==> config.mk <==
export PLATFORM = sky130hd
export DESIGN_NAME = ram_fifo_ctl
export DESIGN_NICKNAME = d
export VERILOG_FILES = /design/src/rtl/ram_fifo_pkg.sv /design/src/rtl/fifo_skid_buf.sv /design/src/rtl/ram_fifo_ctl.sv
export SDC_FILE = /design/constraint.sdc
export NUM_CORES = 1
export LEC_CHECK = 0
export ABC_AREA = 1
export CORE_MARGIN = 3
export CORE_UTILIZATION = 46
export CTS_CLUSTER_SIZE = 40
export DETAILED_ROUTE_END_ITERATION = 7
export PLACE_DENSITY = 0.8
export SYNTH_ARGS = -nofsm -noshare
export SYNTH_HDL_FRONTEND = slang
export SYNTH_SLANG_ARGS = --single-unit
==> constraint.sdc <==
create_clock -name clk -period 4.07 [get_ports clk]
set_input_delay 1.0175 -clock clk [delete_from_list [all_inputs] [get_ports clk]]
set_output_delay 1.0175 -clock clk [all_outputs]
set_load 0.005 [all_outputs]
==> src/rtl/ram_fifo_pkg.sv <==
// Shared constants and helpers for the RAM-backed FIFO controller.
//   RAM_READ_LATENCY : cycles from raddr presentation to valid ram_dout
//   SKID_DEPTH       : entries in the first-word-fall-through output skid
//   level_width()    : bits needed to hold 0 .. 2**addr_width + SKID_DEPTH
package ram_fifo_pkg;

    localparam int RAM_READ_LATENCY = 1;
    localparam int SKID_DEPTH       = 2;

    function automatic int level_width(input int addr_width);
        return $clog2((2 ** addr_width) + SKID_DEPTH + 1);
    endfunction

endpackage

==> src/rtl/fifo_skid_buf.sv <==
// Two-entry registered FIFO sitting after the RAM read port. Entry 0 is
// always the oldest word and drives rd_data directly from a flop.
// Ports:
//   clk, reset_n (async, active-low), flush (sync clear)
//   wr_en / wr_data : capture a word returned by the RAM
//   rd_en           : pop the oldest entry (ignored when empty)
//   rd_data         : oldest entry
//   occ             : number of valid entries (0..2)
// The controller never writes when full unless it also pops that cycle.
module fifo_skid_buf #(
    parameter int DATA_WIDTH = 32
) (
    input  logic                  clk,
    input  logic                  reset_n,
    input  logic                  flush,
    input  logic                  wr_en,
    input  logic [DATA_WIDTH-1:0] wr_data,
    input  logic                  rd_en,
    output logic [DATA_WIDTH-1:0] rd_data,
    output logic [1:0]            occ
);

    logic [DATA_WIDTH-1:0] r_mem0;
    logic [DATA_WIDTH-1:0] r_mem1;
    logic [1:0]            r_occ;

    always_ff @(posedge clk or negedge reset_n) begin
        if (!reset_n) begin
            r_mem0 <= '0;
            r_mem1 <= '0;
            r_occ  <= 2'd0;
        end else if (flush) begin
            r_occ <= 2'd0;
        end else begin
            case (r_occ)
                2'd0: begin
                    if (wr_en) begin
                        r_mem0 <= wr_data;
                        r_occ  <= 2'd1;
                    end
                end
                2'd1: begin
                    case ({wr_en, rd_en})
                        2'b11: r_mem0 <= wr_data;
                        2'b10: begin
                            r_mem1 <= wr_data;
                            r_occ  <= 2'd2;
                        end
                        2'b01: r_occ <= 2'd0;
                        default: ;
                    endcase
                end
                2'd2: begin
                    // Pop shifts the younger entry forward; a same-cycle
                    // capture refills the back slot.
                    if (rd_en) begin
                        r_mem0 <= r_mem1;
                        if (wr_en) r_mem1 <= wr_data;
                        else       r_occ  <= 2'd1;
                    end
                end
                default: r_occ <= 2'd0;
            endcase
        end
    end

    assign rd_data = r_mem0;
    assign occ     = r_occ;

endmodule

==> src/rtl/ram_fifo_ctl.sv <==
// Valid/ready FIFO controller for a 1-read-latency dual-port RAM. Holds
// the write/read pointers, the count of words parked in RAM, the read
// in-flight flag and the issue logic; a 2-entry skid makes the pop side
// first-word-fall-through at one word per clock.
// Ports:
//   clk, reset_n (async, active-low), flush (sync clear, beats push/pop)
//   in_valid/in_ready/in_data     : push side
//   out_valid/out_ready/out_data  : pop side, out_data registered
//   ram_waddr/ram_din/ram_we      : RAM write port
//   ram_raddr/ram_dout            : RAM read port, dout valid next cycle
//   level/almost_full             : occupancy (only with RAM_FIFO_LEVEL_EN)
// Build option: define RAM_FIFO_LEVEL_EN to get a registered level and
// almost_full; otherwise both outputs are tied low.
module ram_fifo_ctl
    import ram_fifo_pkg::*;
#(
    parameter int ADDR_WIDTH         = 5,
    parameter int DATA_WIDTH         = 32,
    parameter int ALMOST_FULL_THRESH = 28
) (
    input  logic                  clk,
    input  logic                  reset_n,
    input  logic                  flush,
    input  logic                  in_valid,
    output logic                  in_ready,
    input  logic [DATA_WIDTH-1:0] in_data,
    output logic                  out_valid,
    input  logic                  out_ready,
    output logic [DATA_WIDTH-1:0] out_data,
    output logic [ADDR_WIDTH-1:0] ram_waddr,
    output logic [ADDR_WIDTH-1:0] ram_raddr,
    output logic [DATA_WIDTH-1:0] ram_din,
    output logic                  ram_we,
    input  logic [DATA_WIDTH-1:0] ram_dout,
    output logic [ADDR_WIDTH+1:0] level,
    output logic                  almost_full
);

    localparam int CW = ADDR_WIDTH + 1;
    localparam logic [CW-1:0] FULL_CNT = {1'b1, {ADDR_WIDTH{1'b0}}};

    logic [ADDR_WIDTH-1:0] r_wr_ptr;
    logic [ADDR_WIDTH-1:0] r_rd_ptr;
    logic [CW-1:0]         r_ram_cnt;
    logic                  r_rd_inflight;

    logic [1:0]            w_skid_occ;
    logic                  w_push;
    logic                  w_pop;
    logic                  w_issue;
    logic [2:0]            w_pending;
    logic [CW-1:0]         w_cnt_nxt;

    // in_ready depends on registered state only.
    assign in_ready  = (r_ram_cnt != FULL_CNT);
    assign out_valid = (w_skid_occ != 2'd0);
    assign w_push    = in_valid & in_ready;
    assign w_pop     = out_valid & out_ready;

    // Skid slots already spoken for after this cycle's pop; a read may only
    // be issued if its data will have somewhere to land next cycle.
    assign w_pending = 3'(w_skid_occ) + 3'(r_rd_inflight) - 3'(w_pop);
    assign w_issue   = !flush && (r_ram_cnt != '0) && (w_pending < 3'(SKID_DEPTH));
    assign w_cnt_nxt = r_ram_cnt + CW'(w_push) - CW'(w_issue);

    always_ff @(posedge clk or negedge reset_n) begin
        if (!reset_n) begin
            r_wr_ptr      <= '0;
            r_rd_ptr      <= '0;
            r_ram_cnt     <= '0;
            r_rd_inflight <= 1'b0;
        end else if (flush) begin
            r_wr_ptr      <= '0;
            r_rd_ptr      <= '0;
            r_ram_cnt     <= '0;
            r_rd_inflight <= 1'b0;
        end else begin
            if (w_push)  r_wr_ptr <= r_wr_ptr + ADDR_WIDTH'(1);
            if (w_issue) r_rd_ptr <= r_rd_ptr + ADDR_WIDTH'(1);
            r_ram_cnt     <= w_cnt_nxt;
            r_rd_inflight <= w_issue;
        end
    end

    assign ram_waddr = r_wr_ptr;
    assign ram_raddr = r_rd_ptr;
    assign ram_din   = in_data;
    assign ram_we    = w_push;

    // Data for a read issued last cycle is on ram_dout now; a flush this
    // cycle makes the skid drop it.
    fifo_skid_buf #(
        .DATA_WIDTH (DATA_WIDTH)
    ) u_skid (
        .clk     (clk),
        .reset_n (reset_n),
        .flush   (flush),
        .wr_en   (r_rd_inflight),
        .wr_data (ram_dout),
        .rd_en   (w_pop),
        .rd_data (out_data),
        .occ     (w_skid_occ)
    );

`ifdef RAM_FIFO_LEVEL_EN
    localparam int LVL_W = level_width(ADDR_WIDTH);

    logic [LVL_W-1:0] r_level;
    logic [2:0]       w_occ_nxt;

    assign w_occ_nxt = 3'(w_skid_occ) + 3'(r_rd_inflight) - 3'(w_pop);

    // Built from next-state values so level matches the state after the edge.
    always_ff @(posedge clk or negedge reset_n) begin
        if (!reset_n)   r_level <= '0;
        else if (flush) r_level <= '0;
        else            r_level <= LVL_W'(w_cnt_nxt) + LVL_W'(w_issue) + LVL_W'(w_occ_nxt);
    end

    assign level       = (ADDR_WIDTH + 2)'(r_level);
    assign almost_full = (int'(r_level) >= ALMOST_FULL_THRESH);
`else
    assign level       = '0;
    assign almost_full = 1'b0;
`endif

endmodule

Word level (Yosys, flattened, before mapping). Cells that the tools add are included. W data, S select, Z words.

Register bits: 83. Input bits: 69. Output and inout port bits: 85. Word-level logic and storage cells: 64.

Add/sub/neg operators: 6. Magnitude comparators: 1. Equality and inequality tests: 15. Multiplexer cells: 19. Bitwise gates (word level): 3. Reductions and logical operators: 13.

Operators with widths (number): $mux W32 (5); $pmux W32 S3 (1); $pmux W32 S2 (1); $mux W5 (4); $add A5 B1 Y5 const B (2); $reduce_and A5 Y1 (2); $mux W2 (4); $reduce_bool A2 Y1 (4); $add A6 B1 Y6 (1); $eq A2 B2 Y1 const B (3); $mux W6 (1); $ne A2 B2 Y1 const B (3); $ne A3 B3 Y1 const B (2); $ne A6 B6 Y1 const B (1); $pmux W2 S3 (1); $reduce_bool A6 Y1 (1); $sub A6 B1 Y6 (1); $eq A2 B1 Y1 const B (2); $ne A2 B1 Y1 const B (2); $ne A4 B2 Y1 const B (1); $pmux W2 S2 (1); $reduce_and A4 Y1 (1); $add A2 B1 Y3 (1); $lt A3 B2 Y1 const B (1); 9 further kinds (11).

Depth between registers and ports, before layout. Gate-level depths: netlist (run 1).

Word-level depth: 7. Depth in mapped cells: 20.

Hierarchy. A second synthesis (run 1) with hierarchy kept.

Cells, all modules: 592. Area, all modules: 4511.8 um2.

Modules (own cells, without submodules): fifo_skid_buf (instances 1, cells each 413, area each 3083.0 um2, seq. area each 1651.6 um2); ram_fifo_ctl (instances 1, cells each 179, area each 1428.9 um2, seq. area each 425.4 um2).

Least setup slack after synthesis (run 1). OpenSTA, ideal clock, no wires.

Path type: input to register. Start: input port out_ready. End: register r_ram_cnt[4]. Library setup time: 0.117 ns. Data arrival time: 3.443 ns. Data required time: 3.953 ns. Setup slack: 0.511 ns. Stages on the path: 18. Buffers on the path: 0. Path through: inv_1 -> nor2_1 -> o21ai_0 -> fa_1 -> inv_1 -> nor2_1 -> nand3_1 -> nor2_2 -> ha_1 -> inv_1 -> ha_1 -> fa_1 -> nand2_1 -> nand2_1 -> a21oi_1 -> nand2_1 -> nand2_1 -> nor2_1.

Word-level cells in the longest chain between the ends: 6.

Ends and longest elaborated chain: from (decl) (RTL line ram_fifo_ctl.sv:28) `input logic out_ready,`; $and A1 B1 Y1 (RTL line ram_fifo_ctl.sv:58) `assign w_pop = out_valid & out_ready;`; $sub A3 B1 Y3 (RTL line ram_fifo_ctl.sv:62) `assign w_pending = 3'(w_skid_occ) + 3'(r_rd_inflight) - 3'(w_pop);`; $lt A3 B2 Y1 (RTL line ram_fifo_ctl.sv:63) `assign w_issue = !flush && (r_ram_cnt != '0) && (w_pending < 3'(SKID_DEPTH));`; $logic_and A1 B1 Y1 (RTL line ram_fifo_ctl.sv:63); $sub A6 B1 Y6 (RTL line ram_fifo_ctl.sv:64) `assign w_cnt_nxt = r_ram_cnt + CW'(w_push) - CW'(w_issue);`; $mux W6 (RTL line ram_fifo_ctl.sv:72) `end else if (flush) begin`; to (signal assigned) (RTL line ram_fifo_ctl.sv:80) `r_ram_cnt <= w_cnt_nxt;`; to (decl) (RTL line ram_fifo_ctl.sv:44) `logic [CW-1:0] r_ram_cnt;`.

No other way between the ends. A chain may end at the register's enable or synchronous reset.

Final worst setup path (run 1). Ends and elaborated chain as after synthesis.

==> summary.md, run 1 <==
| Metric | Value |
|---|---|
| Relative slew slack | 0.265 |
| Clk_lat worst skew | approximately 0.35 ns |
| Clk pwr share | 0.175 |
| Sequential power share | 0.375 |
| Switching share of power | 0.389 |
| Maxcap violations | 0 |
| Layout cell share with drive strength beyond 1 | 0.0528 |
| Vias in the first global route | just under 4,000 |
| Adder-Cell Fraction of Synth Area | 0.0391 |
| Synth Area in Compound Gates | 0.0171 |
| Synth warn | 0 |
| Req. time, crit path | between 4 and 5 ns |
| Fill count | slightly below 900 |
| Initial Util | 0.483 |
| Largest net degree at the start of global routing | 84 |
| Die H | 105 um |
| Hold Path Class | reg2reg |
| Synth Cell Area | 4550 um^2 |
| Syn_area_per_cell | 7.59 um^2 |
| Number of buffers inserted by hold repair at cts | 0 |
| Mux share of post-synthesis cell area | 0 |
| Most frequent cells in the layout | nand2_1 (270), dfrtp_1 (83), clkdlybuf4s50_1 (80) |
| Setup crit end kind | flip-flop |
| Residual DRC | 0 |
| Worst EP arrival | between 3 and 4 ns |
| CP max FO | 4 |
| Antenna violations before repair | 0 |
| Via/cell ratio | between 5 and 6 |
| P_sw | roughly 1.4 mW |
| Worst setup margin | ~0.39 ns |
| Antenna Cells | 0 |
| H-tree depth | 3 |
| TritonCTS clock tree | yes |
| Synth Register Bits | 83 |
| Post-DRT Antenna Nets | 0 |
| Final TNS setup | 0 ns |
| RSZ-0062 raised after global routing | no |
| IO Count | roughly 150 |
| Final Setup Violations | 0 |
| DIE AREA | around 11,000 um^2 |
| Clk_skew | 0.0116 ns |
| DR pass1 iterations | 5 |
| Power per cell area | about 670 nW/um^2 |
| Worst-Margin Slew | ~1.1 ns |
| Core area | approximately 9400 um^2 |
| Largest family of logic cells by synthesized area | simple AND/OR/NAND/NOR gates |
| Clk sinks | 83 |
| Internal power | 2.22 mW |
| Global-route wire length before repair | 18,600 um |
| Synth Instances | roughly 600 |
| Distinct cells, synth | 24 |
| IO Port Bufs | 81 |
| Fmax | between 200 and 300 MHz |
| # resized after CTS | 0 |
| GR Overflow Total | 0 |
| Most common cell after layout, fill and taps aside | nand2_1 |
| Max-slew violation count | 0 |
| WS Path Type | in2reg |
| Drt wl/cell | between 10 and 15 um |
| Max VDD drop | about 0.3 mV |
| Layout Utilization | 0.573 |
| Share of total power in combinational logic | 0.449 |
| Total Power | ~3.6 mW |
| Cell row count | 35 |
| Total Routing Usage GR | 0.203 |
| DR iter-0 viols | roughly 240 |
| Hold Violations, Final | 0 |
| Tmin final | 3.68 ns |
| Syn-to-layout area delta | 18.7% |
| Die width | 105 um |
| Clock buffer depth | 2 |
| Status | finished, final reports clean |
| Hpwl dp | 7200 um |
| Aggregate routed wire length | roughly 11,000 um |
| CTS buffer count | 9 |
| Setup Slack @ Placement | roughly 0.036 ns |
| Leakage | ~2.8 nW |
| Startpoint class of the critical path | primary input |
| Final Net Count | approximately 700 |
| Simple-gate share of the synthesized area | 0.357 |
| Setup bufs post-CTS | 0 |
| Final worst path period share | 0.904 |
| XOR/XNOR Fraction of Synth Area | 0.00771 |
| Clk slew on worst S/H paths | ~0.080 ns |
| Root buf cell | clkbuf_8 |
| Final RePlAce weighted congestion | between 0.8 and 0.9 |
| Post-synthesis sequential area ratio | 0.457 |
| Via count | 4,000 |
==> cell families (layout without fill, tap and decap cells) <==
logic type,Yosys count,count (layout)
and+or+nand+nor,385,385
adders and majority gates,13,13
DFF,83,83
xor gates and xnor gates,4,4
buffers and inverters,100,138
AOI/OAI and AO/OA,13,13
other,1,8
==> layout make-up <==
type                       count  area (um^2)  share of cell area
sequential                    83         2080               0.385
multi-input combinational    423         1950               0.361
timing repair buffer          92          891               0.165
tap                          129          161              0.0299
clock buffer                  11          131              0.0243
inverter                      30          113              0.0209
clock inverter                 5         77.6              0.0144
==> power by group through the flow <==
stage / Clock [mW] / Combinational, mW / Sequential [mW]
finish: 0.635 / 1.63 / 1.36
global route: 0.688 / 1.87 / 1.41
CTS: 0.651 / 1.65 / 1.36
detailed placement: 0 / 1.64 / 1.37
global placement: 0 / 1.57 / 1.36
floorplan: 0 / 1.01 / 1.35
==> cells in the mapped netlist, drive strengths merged <==
| library cell | instances | area [um^2] |
|---|---|---|
| nand2 | 271 | 1020 |
| dfrtp | 83 | 2080 |
| buf | 62 | 410 |
| nand3 | 49 | 250 |
| nand4 | 37 | 231 |
| inv | 30 | 113 |
| nor2 | 23 | 88.8 |
| ha | 11 | 138 |
| clkbuf | 8 | 30.0 |
| o21ai | 6 | 33.8 |
| a21oi | 5 | 25.0 |
| xor2 | 4 | 35.0 |
| nand3b | 3 | 22.5 |
| fa | 2 | 40.0 |
| nor3 | 2 | 10.0 |
| a31oi | 1 | 6.26 |
| conb | 1 | 3.75 |
| o22ai | 1 | 12.5 |
==> flip-flops by register name, indices dropped and copies added (netlist names) <==
signal and flops:
r_ram_cnt 6, r_rd_inflight 1, ram_raddr 5, ram_waddr 5, u_skid.occ 2, u_skid.r_mem1 32
u_skid.rd_data 32
==> per-stage QoR <==
step                      instances  instance area (um^2)  hold WS, ns
final                           773                  5400        0.473
after floorplan                 606                  4570        0.442
after global routing            773                  5400        0.501
after CTS                       773                  5400        0.477
after detailed placement        757                  5190        0.457
after global placement          757                  5190        0.453
==> final timing paths <==
check | end | slack, ns | startpoint | cells past startpoint
worst min-delay path | u_skid.rd_data[29] | 0.47 | u_skid.rd_data[29] | 2
worst max-delay path | r_ram_cnt[4] | 0.39 | out_ready | 19
worst max register to register | r_ram_cnt[4] | 0.98 | u_skid.occ[1] | 18
min in group asynchronous | u_skid.rd_data[1] | 0.85 | reset_n | 1
worst min register to register | u_skid.rd_data[29] | 0.47 | u_skid.rd_data[29] | 2
max in group asynchronous | ram_waddr[1] | 2.55 | reset_n | 1
==> metal layers <==
metal  wire length (um)  vias to the layer above  global-route usage
met2               5260                      131               0.346
met1               4650                     1912               0.248
met4                107                        0              0.0656
li1                   -                     1941                   -
met5                  0                        -                   0
met3                796                       16              0.0570
==> worst max-delay path, cell delays in order <==
cell             delay (ns)
clkdlybuf4s50_1        0.47
inv_1                  0.05
nor2_1                 0.15
o21ai_0                0.11
fa_1                   0.49
inv_1                  0.04
nor2_1                 0.07
nand3_1                0.10
nor2_2                 0.14
ha_1                   0.13
inv_1                  0.04
ha_1                   0.23
fa_1                   0.42
nand2_1                0.07
nand2_1                0.04
a21oi_1                0.16
nand2_1                0.07
nand2_1                0.06
nor2_1                 0.04
Power figures use the tool's default switching activity.
==> run 2: changes to the inputs <==
CAP_MARGIN = 10   (was not set)
==> results of run 2 <==
The final DEF is identical to that of run 1; final timing and power are the same.
==> run 3: changes to the inputs <==
CELL_PAD_IN_SITES_DETAIL_PLACEMENT = 1   (was not set)
CELL_PAD_IN_SITES_GLOBAL_PLACEMENT = 1   (was not set)
CORE_UTILIZATION = 32   (was 46)
GPL_ROUTABILITY_DRIVEN = 0   (was not set)
PLACE_DENSITY = 0.79   (was 0.8)
==> summary.md, run 3 (synthesized netlist as in run 1, its figures left out) <==
| Metric | Value |
|---|---|
| Worst setup path startpoint | out_ready |
| Maxcap violations | 0 (unchanged) |
| Final worst path period share | 0.929 (+0.0253) |
| Worst setup margin | 0.290 ns (-0.103 ns) |
| Via/cell ratio | 4.92 (-4.8%) |
| Setup Slack @ Placement | -0.0434 ns (-0.0798 ns) |
| Number of buffers inserted by hold repair at cts | 0 (unchanged) |
| Hold Path Class | reg2reg |
| CP Cell Sequence | clkdlybuf4s50_1, inv_1, nor2_1, o21ai_0, fa_1, inv_1, nor2_1, nand3_1, nor2_2, ha_1, inv_1, ha_1, fa_1, nand2_1, nand2_1, a21oi_1, nand2_1, nand2_1, nor2_1 |
| Tmin final | 3.78 ns (+0.103 ns) |
| CP top delay family | adder cells |
| Aggregate routed wire length | 12,700 um (+17%) |
| Setup crit end kind | flip-flop |
| Worst-Margin Slew | 1.10 ns (-0.00115 ns) |
| Initial Util | 0.335 (-0.148) |
| Startpoint class of the critical path | primary input |
| IO Count | 154 (unchanged) |
| Hpwl dp | 8370 um (+16%) |
| RSZ-0062 raised after global routing | no |
| H-tree depth | 3 (unchanged) |
| Register Area | 2080 um^2 (unchanged) |
| DR iter-0 viols | 256 (+8.5%) |
| Top Usage Layer GRT | met2 |
| Clk_lat worst skew | 0.34 ns (about the same) |
| Total Routing Usage GR | 0.164 (-0.0391) |
| Most common cell after layout, fill and taps aside | nand2_1 |
| Crit path buf inv count | 4 (unchanged) |
| Root buf cell | clkbuf_16 |
| Clk sinks | 83 (unchanged) |
| GR Overflow Total | 0 (unchanged) |
| Leakage | 2.92 nW (+2.8%) |
| CP max FO | 4 (unchanged) |
| Fmax | 265 MHz (-2.7%) |
| Core area | 13,600 um^2 (+44%) |
| Max-slew violation count | 0 (unchanged) |
| Vias in the first global route | 4,277 (+8.5%) |
| Worst R2R Start | u_skid.occ[1] |
| Start point of the worst hold path | u_skid.rd_data[18] |
| # resized after CTS | 0 (unchanged) |
| TritonCTS clock tree | yes |
| Global-route met3 utilization | 0.0337 (-0.0233) |
| Setup bufs post-CTS | 0 (unchanged) |
| Cell row count | 42 (+20%) |
| Power per cell area | 708 nW/um^2 (+5.3%) |
| Global-route wire length before repair | 21,400 um (+15%) |
| Req. time, crit path | 4.30 ns (about the same) |
| Most frequent cells in the layout | nand2_1 (270), dfrtp_1 (83), clkdlybuf4s50_1 (80) |
| Largest net degree at the start of global routing | 84 (unchanged) |
| Final Net Count | 723 (+0.28%) |
| IO Port Bufs | 81 (unchanged) |
| Hold Violations, Final | 0 (unchanged) |
| Slowest-stage cell, CP | fa_1 |
| Residual DRC | 0 (unchanged) |
| Fill count | 1,665 (+89%) |
| Most used cell, CP | nand2_1 |
| Clock buffer depth | 2 (unchanged) |
| Layout cell share with drive strength beyond 1 | 0.0573 (+0.00448) |
| Clk_skew | 0.00611 ns (-0.00552 ns) |
| Antenna violations before repair | 0 (unchanged) |
| Syn-to-layout area delta | 24.1% |
| Max VDD drop | 0.233 mV (-25%) |
| Multi-input gate area | 1970 um^2 (+1.0%) |
| Die width | 125 um (+19%) |
| Largest stage delay on the critical path | 0.51 ns (+0.02 ns) |
| Die H | 125 um (+19%) |
| Via count | 4,048 (+1.2%) |
| Relative slew slack | 0.268 (+0.00254) |
| Drt wl/cell | 15.5 um (+10%) |
| GR Util met2 | 0.284 (-0.0612) |
| Layout Utilization | 0.416 (-0.157) |
| Final Setup Violations | 0 (unchanged) |
| Status | finished, final reports clean |
| CTS buffer count | 9 (unchanged) |
| DIE AREA | 15,700 um^2 (+41%) |
| M1 GR Usage | 0.205 (-0.0435) |
| Antenna Cells | 0 (unchanged) |
| DR pass1 iterations | 4 (-1) |
| Post-DRT Antenna Nets | 0 (unchanged) |
| WS Path Type | in2reg |
| Clk slew on worst S/H paths | 0.06 ns (-0.02 ns) |
| Worst EP arrival | 4.02 ns (+0.10 ns) |
run 3: cell count changes in the layout (fill, tap and decap cells not counted), sizes merged:
cell,change
buf,+2
inv,-1
clkinvlp,-1
clkbuf,+2
run 3: cell type report:
type,instances,share of cell area
Sequential cell,83,0.368
Multi-Input combinational cell,423,0.348
Timing Repair Buffer,94,0.164
Clock buffer,13,0.0479
Tap cell,176,0.0390
Inverter,30,0.0200
Clock inverter,3,0.0122
run 3: tightest hold or removal path, cell delays in order (launching register included):
cell and delay (ns):
dfrtp_1 0.34, nand2_1 0.05, nand2_1 0.04
run 3: stage by stage:
step	std cells	cell area (um^2)	power [mW]	TNS [ns]	hold slack (ns)
6_report	822	5640	3.99	0	0.469
5_1_grt	822	5640	4.34	0	0.485
4_1_cts	821	5610	4.03	0	0.475
3_5_place_dp	805	5270	3.07	-0.0434	0.459
2_1_floorplan	606	4570	2.36	0	0.442
3_3_place_gp	805	5270	2.97	0	0.454
run 3: power by group:
| group | switching, mW | leakage, nW | internal, mW |
|---|---|---|---|
| logic | 0.965 | 1.70 | 0.735 |
| clock network | 0.337 | 0.166 | 0.590 |
| registers | 0.202 | 1.06 | 1.16 |
| total | 1.50 | 2.92 | 2.49 |
run 3: final timing paths:
kind,end,cells after the start,slack [ns]
min reg2reg,u_skid.rd_data[18],2,0.47
max in group asynchronous,u_skid.rd_data[3],1,2.49
min,u_skid.rd_data[18],2,0.47
max reg2reg,r_ram_cnt[4],18,0.84
min in group asynchronous,u_skid.rd_data[10],1,0.89
max,r_ram_cnt[4],19,0.29
run 3: per-layer routing:
| metal | wire length (um) | vias up |
|---|---|---|
| met5 | 0 | - |
| met4 | 229 | 0 |
| met3 | 651 | 34 |
| met2 | 6270 | 87 |
| met1 | 5560 | 1983 |
| li1 | - | 1944 |
